===== config.mk =====
export PLATFORM = sky130hd
export DESIGN_NAME = act_unit
export DESIGN_NICKNAME = d
export VERILOG_FILES = /design/src/rtl/act_pkg.sv /design/src/rtl/act_lane.sv /design/src/rtl/act_unit.sv
export SDC_FILE = /design/constraint.sdc
export NUM_CORES = 1
export LEC_CHECK = 0
export CAP_MARGIN = 0
export CELL_PAD_IN_SITES_DETAIL_PLACEMENT = 0
export CELL_PAD_IN_SITES_GLOBAL_PLACEMENT = 1
export CORE_ASPECT_RATIO = 0.5
export CORE_UTILIZATION = 25
export DETAILED_ROUTE_END_ITERATION = 6
export PLACE_DENSITY_LB_ADDON = 0.08
export SLEW_MARGIN = 20
export SYNTH_ARGS = -nofsm -noshare
export SYNTH_HDL_FRONTEND = slang
export SYNTH_SLANG_ARGS = --single-unit

===== constraint.sdc =====
create_clock -name clk -period 6.6 [get_ports clk]
set_input_delay 0.99 -clock clk [delete_from_list [all_inputs] [get_ports clk]]
set_output_delay 0.99 -clock clk [all_outputs]
set_load 0.005 [all_outputs]

===== src/rtl/act_pkg.sv =====
// Shared definitions for the multi-channel activation stage: activation
// mode encoding and the default lane format.
package act_pkg;

    localparam int ACT_DATA_WIDTH = 16;
    localparam int ACT_FRAC_WIDTH = 8;

    typedef enum logic [1:0] {
        ACT_BYPASS = 2'd0,
        ACT_RELU   = 2'd1,
        ACT_LEAKY  = 2'd2,
        ACT_CLIP   = 2'd3
    } act_mode_e;

endpackage


===== src/rtl/act_lane.sv =====
// Single-lane activation function (combinational). Also flags lanes that
// the clipped ReLU bounded from above so the caller can count them.
module act_lane
    import act_pkg::*;
#(
    parameter int DATA_WIDTH = ACT_DATA_WIDTH
) (
    input  logic signed [DATA_WIDTH-1:0] x,
    input  act_mode_e                    mode,
    input  logic        [3:0]            alpha_shift,
    input  logic signed [DATA_WIDTH-1:0] clip_max,
    output logic signed [DATA_WIDTH-1:0] y,
    output logic                         clipped
);

    logic neg;

    assign neg = x[DATA_WIDTH-1];

    // Every result is no larger in magnitude than x, so no saturation is needed.
    always_comb begin
        y       = x;
        clipped = 1'b0;
        case (mode)
            ACT_BYPASS: y = x;
            ACT_RELU:   y = neg ? '0 : x;
            ACT_LEAKY:  y = neg ? (x >>> alpha_shift) : x;
            ACT_CLIP: begin
                clipped = (x > clip_max);
                if (neg) begin
                    y = '0;
                end else if (clipped) begin
                    y = clip_max;
                end
            end
            default: y = x;
        endcase
    end

endmodule


===== src/rtl/act_unit.sv =====
// Multi-channel activation stage: two-stage valid/ready pipeline applying a
// per-beat selectable activation to CHANNELS lanes, plus a clip event counter.
module act_unit
    import act_pkg::*;
#(
    parameter int DATA_WIDTH = ACT_DATA_WIDTH,
    parameter int FRAC_WIDTH = ACT_FRAC_WIDTH,
    parameter int CHANNELS   = 4,
    parameter int CNT_WIDTH  = 16
) (
    input  logic                           clk,
    input  logic                           rst,
    input  logic [1:0]                     mode,
    input  logic [3:0]                     alpha_shift,
    input  logic [DATA_WIDTH-1:0]          clip_max,
    input  logic                           in_valid,
    output logic                           in_ready,
    input  logic [CHANNELS*DATA_WIDTH-1:0] in_data,
    output logic                           out_valid,
    input  logic                           out_ready,
    output logic [CHANNELS*DATA_WIDTH-1:0] out_data,
    output logic [CNT_WIDTH-1:0]           clip_count,
    input  logic                           cnt_clear
);

    localparam int POP_W = $clog2(CHANNELS + 1);
    localparam int SUM_W = CNT_WIDTH + 1;

    if (FRAC_WIDTH >= DATA_WIDTH) begin : g_bad_frac
        $error("act_unit: FRAC_WIDTH must be smaller than DATA_WIDTH");
    end

    logic                           s2_ready;
    logic                           s1_adv;
    logic                           accept;
    logic                           vld_p1;
    logic                           vld_p2;
    logic [CHANNELS*DATA_WIDTH-1:0] data_p1;
    logic [CHANNELS*DATA_WIDTH-1:0] res_p1;
    logic [CHANNELS*DATA_WIDTH-1:0] data_p2;
    act_mode_e                      mode_p1;
    logic [3:0]                     shift_p1;
    logic signed [DATA_WIDTH-1:0]   clip_max_p1;
    logic [CHANNELS-1:0]            clip_vec_p1;
    logic [CNT_WIDTH-1:0]           clip_cnt;

    function automatic logic [POP_W-1:0] popcount(input logic [CHANNELS-1:0] v);
        logic [POP_W-1:0] n;
        n = '0;
        for (int i = 0; i < CHANNELS; i++) begin
            n = n + POP_W'(v[i]);
        end
        return n;
    endfunction

    function automatic logic [CNT_WIDTH-1:0] sat_add(input logic [CNT_WIDTH-1:0] a,
                                                     input logic [POP_W-1:0]     b);
        logic [SUM_W-1:0] s;
        s = {1'b0, a} + SUM_W'(b);
        return s[CNT_WIDTH] ? '1 : s[CNT_WIDTH-1:0];
    endfunction

    // in_ready is forced high during reset, but nothing is accepted then.
    assign s2_ready = !vld_p2 || out_ready;
    assign s1_adv   = vld_p1 && s2_ready;
    assign in_ready = rst || !vld_p1 || s2_ready;
    assign accept   = in_valid && in_ready && !rst;

    // ---- stage 1: capture beat together with its configuration ----
    always_ff @(posedge clk) begin
        if (rst) begin
            vld_p1 <= 1'b0;
        end else if (in_ready) begin
            vld_p1 <= in_valid;
        end
    end

    always_ff @(posedge clk) begin
        if (accept) begin
            data_p1     <= in_data;
            mode_p1     <= act_mode_e'(mode);
            shift_p1    <= alpha_shift;
            clip_max_p1 <= clip_max;
        end
    end

    for (genvar k = 0; k < CHANNELS; k++) begin : g_lane
        act_lane #(
            .DATA_WIDTH (DATA_WIDTH)
        ) u_lane (
            .x           (data_p1[k*DATA_WIDTH +: DATA_WIDTH]),
            .mode        (mode_p1),
            .alpha_shift (shift_p1),
            .clip_max    (clip_max_p1),
            .y           (res_p1[k*DATA_WIDTH +: DATA_WIDTH]),
            .clipped     (clip_vec_p1[k])
        );
    end

    // ---- stage 2: registered result drives the output port ----
    always_ff @(posedge clk) begin
        if (rst) begin
            vld_p2  <= 1'b0;
            data_p2 <= '0;
        end else begin
            if (s2_ready) begin
                vld_p2 <= vld_p1;
            end
            if (s1_adv) begin
                data_p2 <= res_p1;
            end
        end
    end

    // Clip events are counted as the beat moves into stage 2; clear wins.
    always_ff @(posedge clk) begin
        if (rst || cnt_clear) begin
            clip_cnt <= '0;
        end else if (s1_adv && mode_p1 == ACT_CLIP) begin
            clip_cnt <= sat_add(clip_cnt, popcount(clip_vec_p1));
        end
    end

    assign out_valid  = vld_p2;
    assign out_data   = data_p2;
    assign clip_count = clip_cnt;

endmodule


# Word-level counts from Yosys, hierarchy flattened
# Cells that the tools add are included.
[classes] add_sub_neg=4 multipliers=0 div_mod_pow=0 order_cmp=4 eq_ne=3 shifts=4 n_mux=25 bitwise=0 reduce_logical=12
[ops] cell="case mux 16 bit (4 select lines)" n=4
[ops] cell="2-to-1 mux 16 bit" n=13
[ops] cell="greater-than comparator 16 bit" n=4
[ops] cell=">>> shifter 16 x 4 -> 16 bit" n=4
[ops] cell="2-to-1 mux 15 bit" n=4
[ops] cell="adder 16 x 3 -> 17 bit" n=1
[ops] cell="== test 2 bit (second input constant)" n=2
[ops] cell="logical AND 1 bit" n=4
[ops] cell="logical OR 1 bit" n=4
[ops] cell="2-to-1 mux 1 bit" n=4
[ops] cell="adder 2 x 1 -> 3 bit" n=1
[ops] cell="adder 3 x 1 -> 3 bit" n=1
[ops] cell="logical NOT 1 bit" n=3
[ops] cell="adder 1 x 1 -> 2 bit" n=1
[ops] cell="== test 2 x 1 -> 1 bit (second input constant)" n=1
[ops] cell="logical NOT 2 bit" n=1
[totals] regBits=168 latch_bits=0 ramBits=0 mem_bits_ro=0 in_bits=91 out_inout_bits=82 word_cells=60 n_memories=0

# Logic depth before layout (Yosys ltp)
# Gate-level depths: netlist (run 1).
[depth] word_depth=7 ltp_mapped=18 mapped_depth_nobuf=17

# Modules after synthesis
# Synthesis (run 1) repeated with hierarchy kept, for this count alone.
[hier_totals] hier_cells=1553 area_unflattened_um2=13551.7
[by_module_without_submodules] mod="act_unit" n_inst=1 cells_each=475 area_per_inst_um2=5765.5 seq_area_each_um2=4224.1
[by_module_without_submodules] mod="act_lane (g_lane[0].u_lane ...)" n_inst=3 cells_each=271 area_per_inst_um2=1920.6 seq_area_each_um2=0.0
[by_module_without_submodules] mod="act_lane (g_lane[3].u_lane)" n_inst=1 cells_each=265 area_per_inst_um2=2024.4 seq_area_each_um2=0.0

# Least setup slack after synthesis (run 1)
# No wires, ideal clock.
[synth_timing] path_type="in2reg" startpoint="in rst" endpoint="reg clip_max_p1[0], enable pin" setup_ps=559 arrival_ps=5701 required_time_ps=6041 setup_slack_ps=340 cell_stages=4 n_path_buf=2 path_cell_list="clkbuf_1 clkbuf_1 nand2b_1 a21oi_1"
[synth_via] elab_chain_cells=4 elab_cells_between_ends=5
[synth_rtl] element="start, declared" line_no="act_unit.sv:12" source="input logic rst,"
[synth_rtl] element="logical OR 1 bit (2 in a row)" line_no="act_unit.sv:66" source="assign in_ready = rst || !vld_p1 || s2_ready;"
[synth_rtl] element="logical AND 1 bit" line_no="act_unit.sv:67" source="assign accept = in_valid && in_ready && !rst;"
[synth_rtl] element="logical AND 1 bit *" line_no="act_unit.sv:67"
[synth_rtl] element="named net accept" line_no="act_unit.sv:35" source="logic accept;"
[synth_rtl] element="end signal, assigned" line_no="act_unit.sv:83" source="clip_max_p1 <= clip_max;"
[synth_rtl] element="end, declared" line_no="act_unit.sv:43" source="logic signed [DATA_WIDTH-1:0] clip_max_p1;"
# Mark *: on every way through the listed nets, which the timed path passes. The rest lies on a longest branch.
# A chain may end at the register's enable or synchronous reset.

# Worst setup path after layout (run 1)
[layout_timing] startpoint="reg clip_max_p1[11]" endpoint="reg clip_cnt[3], in the netlist clip_count[3]"
[layout_via] elab_chain_cells=7 elab_cells_between_ends=13
[layout_rtl] element="greater-than comparator 16 bit" line_no="act_lane.sv:29" source="clipped = (x > clip_max);"
[layout_rtl] element="2-to-1 mux 1 bit" line_no="act_lane.sv:24" source="case (mode)"
[layout_rtl] element="adder 1 x 1 -> 2 bit" line_no="act_unit.sv:51" source="n = n + POP_W'(v[i]);"
[layout_rtl] element="adder 2 x 1 -> 3 bit" line_no="act_unit.sv:51"
[layout_rtl] element="adder 3 x 1 -> 3 bit *" line_no="act_unit.sv:51"
[layout_rtl] element="adder 16 x 3 -> 17 bit *" line_no="act_unit.sv:59" source="s = {1'b0, a} + SUM_W'(b);"
[layout_rtl] element="2-to-1 mux 16 bit *" line_no="act_unit.sv:60" source="return s[CNT_WIDTH] ? '1 : s[CNT_WIDTH-1:0];"
[layout_rtl] element="end signal, assigned" line_no="act_unit.sv:120" source="clip_cnt <= sat_add(clip_cnt, popcount(clip_vec_p1));"
[layout_rtl] element="end, declared" line_no="act_unit.sv:45" source="logic [CNT_WIDTH-1:0] clip_cnt;"
# Mark *: on every way between the ends. The rest lies on a longest branch, timed or not.

==> results of run 1 <==
sequential cells by signal (all words and copies together) (netlist names):
signal       flops
out_valid        1
out_data        64
clip_max_p1     16
clip_count      16
vld_p1           1
mode_p1          2
data_p1         64
shift_p1         4
metal layers:
layer,share of wire,vias up
li1,-,5389
met1,0.48,5848
met2,0.41,533
met3,0.088,56
met4,0.017,0
met5,0,-
layout make-up:
class	count	area, um2
antenna	2	5.005
clock buffer	19	442.9
clock inverter	13	151.4
fill	4866	32170
inverter	43	161.4
multi-input combinational	1023	7347
sequential	168	4224
tap	638	798.3
timing repair buffer	209	1994
worst min-delay path by stage:
stage	startpoint	endpoint	slack, ns	cells past startpoint
floorplan	out_data[7]	out_data[7]	0.45	2
global placement	out_data[21]	out_data[21]	0.45	1
detailed placement	out_data[21]	out_data[21]	0.46	1
CTS	out_data[21]	out_data[21]	0.47	1
global route	out_data[21]	out_data[21]	0.50	1
finish	out_data[21]	out_data[21]	0.47	1
power by group through the flow:
| stage | Combinational (W) | Clock (W) | Sequential [W] |
|---|---|---|---|
| after global routing | 0.000638 | 0.00115 | 0.00123 |
| after detailed placement | 0.000585 | 0 | 0.00125 |
| after CTS | 0.000588 | 0.00111 | 0.00123 |
| after floorplan | 0.000322 | 0 | 0.00122 |
| final | 0.000593 | 0.00108 | 0.00123 |
| after global placement | 0.000587 | 0 | 0.00125 |
synth_stat cells (all sizes together), types with 5 or more instances:
master,number,area (um2)
nand2,143,539.3
a21oi,108,544.3
nor2,99,371.6
o21ai,87,435.4
edfxtp,86,2582
dfxtp,82,1642
mux2i,69,690.7
clkbuf,68,257.8
ha,65,813.3
inv,42,157.7
nand3,33,165.2
buf,31,156.4
a211oi,30,225.2
nand4,27,168.9
mux4,26,585.6
o211ai,23,172.7
mux2,17,191.4
a21o,16,120.1
o21a,16,120.1
a221o,15,150.1
a311o,15,150.1
a221oi,14,122.6
and2,14,92.59
and3,13,81.33
nor2b,13,81.33
nor3,13,65.06
o31ai,13,97.59
a311oi,11,102.6
or3,11,73.82
nor4,10,68.81
a31oi,9,62.56
a211o,8,70.07
xnor2,8,70.07
or2,7,43.79
a32oi,6,52.55
nand2b,6,37.54
o2111ai,6,52.55
or4,6,48.80
a222oi,5,50.05
o221ai,5,43.79
o22ai,5,31.28
through the flow:
step                      total power (W)  area (um2)  utilization  hold slack, ns  setup WS [ns]
after detailed placement         0.001834       14520       0.3069          0.4555          1.301
after CTS                        0.002927       15110       0.3195          0.4737          1.265
after floorplan                  0.001538       12100            -          0.4500         0.3400
final                            0.002896       15120       0.3198          0.4686          1.289
after global routing             0.003019       15120       0.3197          0.4960         0.8676
after global placement           0.001837       14520       0.3069          0.4549          1.451
logic make-up (layout without fill, tap and decap cells):
| logic type | count (synthesis) | count (layout) | synth area share |
|---|---|---|---|
| AOI/OAI and AO/OA | 427 | 427 | 0.2424 |
| and+or+nand+nor | 402 | 402 | 0.1569 |
| DFF | 168 | 168 | 0.3492 |
| buffers and inverters | 142 | 284 | 0.04757 |
| muxes | 112 | 112 | 0.1213 |
| adders and majority gates | 71 | 71 | 0.07467 |
| xor gates and xnor gates | 11 | 11 | 0.007964 |
| other | 0 | 2 | 0 |
layout by cell type, fill, tap and decap left out, types with 10 or more instances in the layout:
master,netlist,final
clkdlybuf4s50_1,0,171
a221o_1,15,15
a311o_1,15,15
nor2_1,99,95
o31ai_1,13,13
nor2b_1,13,12
mux2i_1,69,69
nand2_1,142,142
and2_1,12,12
ha_1,65,65
a211oi_1,30,30
dfxtp_1,82,82
mux2_2,17,17
inv_1,41,41
a221oi_1,14,14
o21a_1,16,16
a311oi_1,10,10
nand4_1,27,27
o21ai_0,87,87
a21o_1,16,16
and3_1,13,13
or3_1,10,10
a21oi_1,107,106
edfxtp_1,86,86
mux4_2,26,26
nand3_1,33,33
o211ai_1,23,23
nor3_1,13,13
clkbuf_16,0,17
buf_4,1,37
==> impl_metrics.json, run 1 <==
{
  "met2_usage": 0.3465,
  "place_inst": 2081,
  "synthesis.nets": 1492,
  "drcViolationCount": 0,
  "dr_total_vias": 11830,
  "end_kind": "flop",
  "finalNetCount": 1621,
  "drv_cap": 0,
  "worstSetupPathType": "reg2reg",
  "grt_max_degree": 59,
  "stdcell_count": 2115,
  "drt_wl_total_um": 58980,
  "rr_worst_depth": 14,
  "p_comb_frac": 0.205,
  "skew_ns": 0.01299,
  "grtUsageTotal": 0.2382,
  "die-height_um": 157.6,
  "cts_buffer_depth": 2,
  "core_um2": 47300,
  "clk_pin_slew_ns": 0.07,
  "p_sw_frac": 0.3059,
  "power.net_switching_w": 0.0008858,
  "rows": 56,
  "grt_util_met1": 0.3413,
  "io_buffers": 172,
  "fp.dieW_um": 313.1,
  "grt_pass1_wl_um": 84530,
  "p_leak_nw": 5.485,
  "status": "complete, no violations",
  "timing.rr.start": "clip_max_p1[11]",
  "start_util": 0.2558,
  "dpl.hpwl_um": 42530,
  "seqPwrFrac": 0.424,
  "top_usage_layer": "met2",
  "drv_slew": 0,
  "hold_violations": 0,
  "root_buffer": "clkbuf_16",
  "path_max_fanout": 13,
  "r2r_setup_slack_ns": 1.29,
  "cts_num_sinks": 168,
  "period_minus_slack_ns": 5.311,
  "ys_seq_area_frac": 0.3492,
  "p_int_w": 0.002010,
  "ys_ff_latch": 168,
  "startpoint": "clip_max_p1[11]",
  "reg2reg_to": "clip_count[3]",
  "synthesis.area_um2": 12100,
  "routabilityCongestion": 0.8858,
  "via_per_inst": 5.591,
  "synth_edf_count": 86,
  "hold_buffers": 0,
  "post-cts-setup-buffer-count": 0,
  "fmax_mhz": 188.3,
  "ios": 173,
  "crit_arrival_ns": 5.70,
  "cp_cell_sequence": "inv_1 > ha_1 > nand4_1 > or4_1 > a21oi_1 > or4_1 > nand4_1 > fa_1 > fa_1 > inv_1 > fa_1 > nand3_1 > or3_1 > a21oi_1",
  "tightest_slew_ns": 1.192,
  "slowest_stage": "or3_1",
  "antenna_found_initial": 3,
  "drive_above_1_share": 0.09424,
  "grt_pass1_vias": 11600,
  "dr.pass1.iters": 7,
  "crit_family": "simple AND/OR/NAND/NOR gates",
  "use_met3": 0.07009,
  "clkPwrFrac": 0.371,
  "avgSynthCellArea_um2": 9.076,
  "worst-path-stages": 14,
  "peakVddDrop_mv": 0.1854,
  "relSlewSlack": 0.2033,
  "fin_tns_setup_ns": 0,
  "synth_flop_cell": "edfxtp_1",
  "crit_top_cell": "fa_1",
  "crit_required_ns": 6.99,
  "crit_end": "clip_count[3]",
  "wl_per_cell_um": 27.89,
  "yosysUniqueCellTypes": 79,
  "cts_buffers": 17,
  "setup_viol": 0,
  "cp.buffers_inverters": 2,
  "cellPowerDensity_nw_per_um2": 191.5,
  "cts_max_level": 4,
  "yosys_warnings": 0,
  "clk-insertion-delay-late_ns": 0.46,
  "first_iter_violations": 1189,
  "start_kind": "flop",
  "area_growth_pct": 25.02,
  "post_cts_resized": 0,
  "synth-async-reset-ratio": 0,
  "die_area_um2": 49330,
  "synthCells": 1333,
  "min_path_type": "reg2reg",
  "ant_nets": 0,
  "rsz0062_at_grt": "false",
  "post-route-period-util": 0.8048,
  "overflow": 0,
  "slowest_delay_ns": 0.67,
  "cts_tree": "done"
}
(Power assumes the default switching activity.)
==> run 2: changes to the inputs <==
==> constraint.sdc (replaced) <==
create_clock -name clk -period 5.3 [get_ports clk]
set_input_delay 0.795 -clock clk [delete_from_list [all_inputs] [get_ports clk]]
set_output_delay 0.795 -clock clk [all_outputs]
set_load 0.005 [all_outputs]
==> run 2 against run 1 <==
Compared with the run above: final area rose by 1.8%; power rose by 25%; hold slack improved by 0.0053 ns; clock skew rose by 0.00098 ns; sequential power rose by 23%; cell count rose by 1.8%; setup slack got worse by 0.99 ns; critical path type unchanged.
==> impl_metrics.json, run 2 (synthesis gave the netlist of run 1 again) <==
{
  "drcViolationCount": 0,
  "utilization": 0.3255,
  "rows": 56,
  "rsz0062_at_grt": "false",
  "peakVddDrop_mv": 0.2442,
  "root_buffer": "clkbuf_16",
  "hold_buffers": 0,
  "reg2reg_to": "clip_count[10]",
  "slowest_stage": "or4_1",
  "overflow": 0,
  "tightest_slew_ns": 1.181,
  "fin_tns_setup_ns": 0,
  "crit_required_ns": 5.69,
  "io_buffers": 172,
  "worst_slack_ns": 0.2979,
  "status": "complete, no violations",
  "via_per_inst": 5.619,
  "drv_cap": 0,
  "cts_tree": "done",
  "slowest_delay_ns": 0.63,
  "dr_total_vias": 12100,
  "cts_num_sinks": 168,
  "start_util": 0.2558,
  "crit_top_cell": "fa_1",
  "grt_pass1_vias": 11760,
  "dpl.hpwl_um": 44050,
  "core_um2": 47300,
  "num-fill-cells": 4933,
  "ant_nets": 0,
  "crit_family": "simple AND/OR/NAND/NOR gates",
  "min_path_type": "reg2reg",
  "die_area_um2": 49330,
  "min_to": "out_data[21]",
  "p_leak_nw": 5.650,
  "die-height_um": 157.6,
  "skew_ns": 0.01397,
  "cts_buffers": 17,
  "fp.dieW_um": 313.1,
  "drv_slew": 0,
  "ios": 173,
  "drive_above_1_share": 0.1176,
  "antenna_found_initial": 5,
  "wl_per_cell_um": 27.67,
  "post-cts-setup-buffer-count": 0,
  "cp_cell_sequence": "inv_1 > ha_1 > a21oi_1 > o21ai_0 > o2bb2ai_1 > or4_1 > and3_1 > nand2_1 > fa_1 > fa_1 > inv_1 > fa_1 > nand3_1 > or3_1 > a21oi_1",
  "grt_max_degree": 59,
  "drt_wl_total_um": 59570,
  "first_iter_violations": 1217,
  "cellPowerDensity_nw_per_um2": 234.9,
  "clk-insertion-delay-late_ns": 0.47,
  "fmax_mhz": 199.9,
  "cts_max_level": 4,
  "hold_violations": 0,
  "rr_worst_depth": 15,
  "timing.rr.start": "clip_max_p1[7]",
  "timing.hold.ws_ns": 0.4739,
  "mostFrequentLayoutCells": "clkdlybuf4s50_1, nand2_1, a21oi_1",
  "grtUsageTotal": 0.2405,
  "period_minus_slack_ns": 5.002,
  "r2r_setup_slack_ns": 0.30,
  "start_kind": "flop",
  "clk_pin_slew_ns": 0.08,
  "end_kind": "flop",
  "cts_buffer_depth": 2,
  "regArea_um2": 4224,
  "post_cts_resized": 0,
  "routabilityCongestion": 0.9036,
  "grt_pass1_wl_um": 84700,
  "multi_input_area_um2": 7338,
  "worstHoldStart": "out_data[21]",
  "cp.buffers_inverters": 2,
  "setup_viol": 0,
  "finalNetCount": 1659,
  "path_max_fanout": 13,
  "dr.pass1.iters": 6,
  "area_growth_pct": 27.23,
  "finalPower_w": 0.003615,
  "hold_depth": 1,
  "crit_arrival_ns": 5.39,
  "place_ws_ns": 0.3276,
  "post-route-period-util": 0.9438,
  "worstSetupPathType": "reg2reg",
  "layout_commonest_cell": "clkdlybuf4s50_1",
  "relSlewSlack": 0.2116
}
## run 2: changes by cell type in the layout (fill, tap and decap cells not counted), moves of 2 or more
cell,change
clkinvlp_4,+3
buf_4,+38
clkbuf_1,+2
clkinv_1,-3
## run 2: area by class of cell
| class | count | area share |
|---|---|---|
| sequential | 168 | 0.2744 |
| tap | 638 | 0.05186 |
| antenna | 2 | 0.0003251 |
| multi-input combinational | 1023 | 0.4768 |
| inverter | 43 | 0.01049 |
| clock buffer | 21 | 0.03000 |
| clock inverter | 11 | 0.008047 |
| timing repair buffer | 247 | 0.1481 |
## run 2: per-layer routing
layer / up-vias / global-route usage / wire [um]
li1: 5462 / - / -
met5: - / 0.01779 / 131
met4: 4 / 0.06504 / 1351
met1: 6022 / 0.3362 / 27860
met3: 72 / 0.08590 / 5874
met2: 538 / 0.3426 / 24350
## run 2: worst register-to-register path: stages, from the launching register on
cell       delay, ns
edfxtp_1        0.54
inv_1           0.31
ha_1            0.31
a21oi_1         0.12
o21ai_0         0.11
o2bb2ai_1       0.19
or4_1           0.63
and3_1          0.33
nand2_1         0.12
fa_1            0.56
fa_1            0.47
inv_1           0.12
fa_1            0.21
nand3_1         0.09
or3_1           0.61
a21oi_1         0.21
## run 2: worst max path at each step
stage | from | end | slack, ns | depth (start not counted)
3_5_place_dp | clip_max_p1[7] | clip_count[2] | 0.33 | 15
4_1_cts | clip_max_p1[7] | clip_count[10] | 0.30 | 15
2_1_floorplan | clip_max_p1[14] | clip_count[10] | 0.97 | 16
6_report | clip_max_p1[7] | clip_count[10] | 0.30 | 15
5_1_grt | clip_max_p1[7] | clip_count[5] | 0.004 | 15
3_3_place_gp | clip_max_p1[7] | clip_count[11] | 0.47 | 15
## run 2: where the power goes
part	internal [W]	switching, W
clock network	0.000723	0.000606
registers	0.00143	0.0000768
logic	0.000333	0.000443
## run 2: through the flow
step,cell area [um2],cells
floorplan,12100,1333
finish,15390,2153
global route,15390,2151
global placement,14800,2119
detailed placement,14800,2119
CTS,15390,2151
